## config.mk

```make
export PLATFORM = sky130hd
export DESIGN_NAME = io_bus_initiator
export DESIGN_NICKNAME = d
export VERILOG_FILES = /design/src/rtl/io_bus_pkg.sv /design/src/rtl/io_resp_fifo.sv /design/src/rtl/io_bus_initiator.sv
export SDC_FILE = /design/constraint.sdc
export NUM_CORES = 1
export LEC_CHECK = 0
export BUFFER_PORTS_ARGS = -buffer_cell sky130_fd_sc_hd__buf_4
export CAP_MARGIN = 20
export CORE_MARGIN = 5
export CORE_UTILIZATION = 55
export CTS_CLUSTER_SIZE = 40
export DETAILED_ROUTE_END_ITERATION = 7
export PLACE_DENSITY = 0.84
export SKIP_LAST_GASP = 1
export SYNTH_ARGS = -nofsm -noshare
export SYNTH_HDL_FRONTEND = slang
export SYNTH_SLANG_ARGS = --single-unit
```

## constraint.sdc

```tcl
create_clock -name main_clk -period 3.83 [get_ports main_clk]
set_input_delay 0.1915 -clock main_clk [delete_from_list [all_inputs] [get_ports main_clk]]
set_output_delay 0.1915 -clock main_clk [all_outputs]
set_load 0.01 [all_outputs]
```

## src/rtl/io_bus_pkg.sv

```systemverilog
// Shared definitions for the IO-mapped bus: device indices, control bit positions,
// address field bounds and the request record used by the bus initiator.
package io_bus_pkg;

  localparam logic [2:0] IO_DEV_LED = 3'd0;
  localparam logic [2:0] IO_DEV_VGA = 3'd1;
  localparam logic [2:0] IO_DEV_SD  = 3'd2;
  localparam logic [2:0] IO_DEV_PS2 = 3'd3;

  localparam int CTRL_WRITE = 1;
  localparam int CTRL_BYTE  = 0;

  localparam int IO_SPACE_BIT = 31;
  localparam int IO_DEV_HI    = 25;
  localparam int IO_DEV_LO    = 23;

  typedef struct packed {
    logic        write;
    logic        byte_op;
    logic [31:0] addr;
    logic [15:0] wdata;
  } io_req_t;

  // True when the address lies in IO space and selects one of the four devices.
  function automatic logic io_addr_mapped(input logic [31:0] addr);
    return addr[IO_SPACE_BIT] && (addr[IO_DEV_HI:IO_DEV_LO] <= IO_DEV_PS2);
  endfunction

endpackage

```

## src/rtl/io_resp_fifo.sv

```systemverilog
// First-word fall-through response FIFO; output word is zero while empty so the
// response port reads as all-zero after reset.
module io_resp_fifo
  import io_bus_pkg::*;
#(
  parameter int DEPTH = 4,
  parameter int WIDTH = 17
) (
  input  logic             i_clk,
  input  logic             i_rst_n,
  input  logic             i_push,
  input  logic [WIDTH-1:0] i_data,
  input  logic             i_pop,
  output logic             o_valid,
  output logic [WIDTH-1:0] o_data
);

  localparam int AW = $clog2(DEPTH);

  logic [WIDTH-1:0] r_mem [DEPTH];
  logic [AW-1:0]    r_wr_ptr;
  logic [AW-1:0]    r_rd_ptr;
  logic [AW:0]      r_count;
  logic             w_pop;

  assign w_pop = i_pop && (r_count != '0);

  always_ff @(posedge i_clk or negedge i_rst_n) begin
    if (!i_rst_n) begin
      r_wr_ptr <= '0;
      r_rd_ptr <= '0;
      r_count  <= '0;
    end else begin
      if (i_push) r_wr_ptr <= r_wr_ptr + 1'b1;
      if (w_pop)  r_rd_ptr <= r_rd_ptr + 1'b1;
      r_count <= r_count + (AW+1)'(i_push) - (AW+1)'(w_pop);
    end
  end

  // Storage carries no reset; only the pointers define which entries are live.
  always_ff @(posedge i_clk) begin
    if (i_push) r_mem[r_wr_ptr] <= i_data;
  end

  assign o_valid = (r_count != '0);
  assign o_data  = o_valid ? r_mem[r_rd_ptr] : '0;

endmodule

```

## src/rtl/io_bus_initiator.sv

```systemverilog
// Master-side driver for the IO bus: registered one-cycle issue, fixed-latency read
// capture and credit-limited FWFT responses. Optional macro: IO_INIT_ADDR_CHECK_EN.
module io_bus_initiator
  import io_bus_pkg::*;
#(
  parameter int RESP_DEPTH   = 4,
  parameter int READ_LATENCY = 2
) (
  input  logic        main_clk,
  input  logic        main_rst_n,
  input  logic        req_valid,
  output logic        req_ready,
  input  logic        req_write,
  input  logic        req_byte,
  input  logic [31:0] req_addr,
  input  logic [15:0] req_wdata,
  output logic        rsp_valid,
  input  logic        rsp_ready,
  output logic [15:0] rsp_data,
  output logic        rsp_err,
  output logic [31:0] address_io,
  output logic [1:0]  control_io,
  output logic [15:0] data_in_io,
  input  logic [15:0] data_out_io
);

  localparam int UW = $clog2(RESP_DEPTH) + 1;

  io_req_t                 w_req;
  logic                    w_accept;
  logic                    w_mapped;
  logic                    w_acc_read;
  logic                    w_capture;
  logic                    w_pop;
  logic [UW-1:0]           w_used_next;
  logic [16:0]             w_push_word;
  logic [16:0]             w_fifo_out;

  logic [31:0]             r_addr;
  logic [1:0]              r_ctrl;
  logic [15:0]             r_wdata;
  logic                    r_bus_rd;
  logic                    r_bus_err;
  logic [READ_LATENCY-1:0] r_tag_vld;
  logic [READ_LATENCY-1:0] r_tag_err;
  logic [UW-1:0]           r_used;
  logic                    r_req_ready;

  assign w_req = '{write: req_write, byte_op: req_byte, addr: req_addr, wdata: req_wdata};

`ifdef IO_INIT_ADDR_CHECK_EN
  assign w_mapped = io_addr_mapped(w_req.addr);
`else
  assign w_mapped = 1'b1;
`endif

  assign w_accept    = req_valid && r_req_ready;
  assign w_acc_read  = w_accept && !w_req.write;
  assign w_capture   = r_tag_vld[READ_LATENCY-1];
  assign w_pop       = rsp_valid && rsp_ready;
  // Credits cover both reads still on the bus and words waiting in the FIFO.
  assign w_used_next = r_used + UW'(w_acc_read) - UW'(w_pop);

  always_ff @(posedge main_clk or negedge main_rst_n) begin
    if (!main_rst_n) begin
      r_addr      <= '0;
      r_ctrl      <= '0;
      r_wdata     <= '0;
      r_bus_rd    <= 1'b0;
      r_bus_err   <= 1'b0;
      r_used      <= '0;
      r_req_ready <= 1'b1;
    end else begin
      r_addr  <= '0;
      r_ctrl  <= '0;
      r_wdata <= '0;
      if (w_accept && w_mapped) begin
        r_addr             <= w_req.addr;
        r_ctrl[CTRL_WRITE] <= w_req.write;
        r_ctrl[CTRL_BYTE]  <= w_req.byte_op;
        r_wdata            <= w_req.wdata;
      end
      r_bus_rd    <= w_acc_read;
      r_bus_err   <= w_acc_read && !w_mapped;
      r_used      <= w_used_next;
      r_req_ready <= (w_used_next < UW'(RESP_DEPTH));
    end
  end

  // Tag pipeline tracks each bus read until the responder's data is due.
  always_ff @(posedge main_clk or negedge main_rst_n) begin
    if (!main_rst_n) begin
      r_tag_vld <= '0;
      r_tag_err <= '0;
    end else begin
      r_tag_vld[0] <= r_bus_rd;
      r_tag_err[0] <= r_bus_err;
      for (int i = 1; i < READ_LATENCY; i++) begin
        r_tag_vld[i] <= r_tag_vld[i-1];
        r_tag_err[i] <= r_tag_err[i-1];
      end
    end
  end

  assign w_push_word = r_tag_err[READ_LATENCY-1] ? 17'h10000 : {1'b0, data_out_io};

  io_resp_fifo #(
    .DEPTH (RESP_DEPTH),
    .WIDTH (17)
  ) u_resp_fifo (
    .i_clk   (main_clk),
    .i_rst_n (main_rst_n),
    .i_push  (w_capture),
    .i_data  (w_push_word),
    .i_pop   (w_pop),
    .o_valid (rsp_valid),
    .o_data  (w_fifo_out)
  );

  assign rsp_data   = w_fifo_out[15:0];
  assign rsp_err    = w_fifo_out[16];
  assign req_ready  = r_req_ready;
  assign address_io = r_addr;
  assign control_io = r_ctrl;
  assign data_in_io = r_wdata;

endmodule

```

==> metrics.txt <==
Ant. Diodes 0; synthesized cell area 0.00474 mm^2; Die ar. 0.0106 mm^2; crit-path max FO 18; gr usage total 26.0%; final clock skew 0.0165 ns; yosys synthesis warning count 0; top cell type's share of synthesized area 40.6%; clk sinks 128; Setup TNS 0 ns; crit path kind reg2out; fin crit period 2.71 ns; Area growth syn-to-layout 49.3%; post-synth net total 347; nets 555; IO Count 139; Gates resized, CTS repair 0; Max IR drop VDD 0.000401 V; Worst-path clk slew 0.07 ns; area of the multi-input gates 0.00108 mm^2; CTS Buf Count 17; Die Height 103 um; Pre-antenna DRT Iters 4; mux contribution to synthesized area 8.24%; post-CTS setup buffer count 0; Post-synth EDFFs 64; outcome complete, no violations; register area 0.00352 mm^2; largest net degree at the start of global routing 65; routed wire length 12.8 mm; critical path arrival 2.52 ns; share of cells above drive strength 1 35.9%; Post-Synth XOR/XNOR Area 1.48%; final setup vio count 0; Synth area leaders edfxtp_1 41%, dfrtp_1 33%, and3_1 6.6%; total gr overflow 0; largest family of logic cells by synthesized area simple AND/OR/NAND/NOR gates; Core ar. 0.00830 mm^2; most frequent cells in the layout 137 x buf_4, 68 x dlygate4sd3_1, 64 x edfxtp_1; Slew headroom 32.8%; clock tree root driver cell clkbuf_8; RSZ-0062 raised after global routing false; Yosys reg bits 128; DRT antenna net count 0; Final Non-Filler Cells 593; Filler cells 361; first-pass GRT wire length 19.3 mm; largest area contributor in the netlist edfxtp_1; compound-gate portion of the synthesized area 0.449%; Mapped Avg Cell Area 17.7 um^2; initial antenna violation count 0; htree depth 4; final hold viol count 0; Setup crit start kind register; Synth Area in Simple Gates 9.61%; Detailed Route Iter0 Violations 112; Crit. End Element primary output; fin crit share 70.7%; Buffers on Ports 137; vias in the first global route 3447; Slew Viols, Final 0; Clock Latency Late Sink 0.51 ns; Remaining DRCs 0; Seq/Total Area, Yosys 74.4%; commonest register cell after synthesis edfxtp_1; Syn Inst Count 267; Post-synth ARST share 50.0%; Slew @ Worst Pin 1.01 ns; Max Freq 369 MHz; Vias/cell 5.20; Leakage Power 3.28 nW; Die Span X 103 um; HPWL after detailed placement 6.82 mm; GPL Wtd Cong 0.730; synthesized-area fraction occupied by adder cells 2.96%; CP required 3.64 ns; most common cell after layout, fill and taps aside buf_4; CTS tree done; MaxCap Viol Count 0; post-synth cell types 24; vias 3081; post-DR wirelength/cell 21.6 um; Hold Path Class in2reg; post-placement cell count 493; initial core utilization 57.1%; Rows 33; Max Buffers Root-to-Sink 2; PwrDens 660 mW/mm^2
where the power goes:
part	switching, mW	leakage, nW	internal, mW	total (mW)
logic	0.505	1.60	0.686	1.19
registers	0.240	1.42	1.66	1.90
clock network	0.592	0.265	0.988	1.58
cell usage after synthesis, types with 2 or more instances:
master,n
xnor2_1,6
and3_1,50
dfrtp_1,63
fa_1,2
xor2_1,2
and2_1,20
mux4_2,8
mux4_1,8
clkbuf_1,11
buf_2,2
inv_1,11
ha_1,8
nand2_1,2
edfxtp_1,64
cell type report:
| type | instances | area share, % |
|---|---|---|
| clock buffers | 18 | 5.91 |
| flip-flops and latches | 128 | 49.8 |
| inverters | 11 | 0.584 |
| clock inverters | 14 | 2.34 |
| multi-input cells | 112 | 15.3 |
| repair buffers | 205 | 24.2 |
| well taps | 105 | 1.86 |
timing repair:
action	4_1_cts	5_1_grt
endpoints found under the setup margin	0	0
hold buffers	67	1
hold endpoints to repair	178	1
cell families after synthesis:
| group | count (synthesis) |
|---|---|
| AO/OA/AOI/OAI | 3 |
| XOR/XNOR | 8 |
| adder cells (fa/ha/maj) | 10 |
| buffers and inverters | 27 |
| flip-flops | 128 |
| multiplexers | 16 |
| other | 1 |
| AND/OR/NAND/NOR | 74 |
through the flow:
step | power (mW) | instance area, um^2 | util, % | hold slack (ns) | setup WS (ns)
after floorplan | 2.50 | 4740 | - | -0.104 | 1.78
after global placement | 2.96 | 5810 | 70.0 | 0.315 | 1.68
after detailed placement | 3.01 | 5810 | 70.0 | 0.319 | 1.60
after CTS | 4.65 | 7060 | 85.1 | 0.00110 | 1.07
after global routing | 4.89 | 7070 | 85.2 | 0.172 | 0.959
final | 4.67 | 7070 | 85.2 | 0.187 | 1.12
worst max-delay path, stage by stage (launching register included):
cell and delay (ns):
dfrtp_1 1.01, mux4_1 0.68, and2_1 0.18, buf_4 0.14
path summary, 6_finish.rpt:
kind                                              start  slack [ns]  depth (start not counted)                     end
worst max-delay path            u_resp_fifo.r_rd_ptr[0]        1.12                          3             rsp_data[4]
worst min-delay path                          req_valid        0.19                          2          address_io[24]
worst max register to register   u_resp_fifo.r_count[1]        1.63                          7               r_used[2]
worst min register to register                 r_bus_rd        0.35                          0            r_tag_vld[0]
max in group asynchronous                    main_rst_n        2.99                          2  u_resp_fifo.r_count[0]
min in group asynchronous                    main_rst_n        0.32                          2          data_in_io[14]
layer usage:
metal	part of all wire, %	vias up	wire, um	track usage, %
met5	0	-	0	0
met4	1.5	0	189	7.67
met3	9.8	14	1250	11.7
met2	53	156	6730	44.4
met1	36	1523	4610	29.7
li1	-	1388	-	-
flip-flops by register name (all words and copies together) (netlist names), 2 cells and up:
name,count
u_resp_fifo.r_count,3
r_used,3
u_resp_fifo.r_mem,64
u_resp_fifo.r_wr_ptr,2
data_in_io,16
r_tag_vld,2
u_resp_fifo.r_rd_ptr,2
address_io,32
control_io,2
Power figures use the tool's default switching activity.
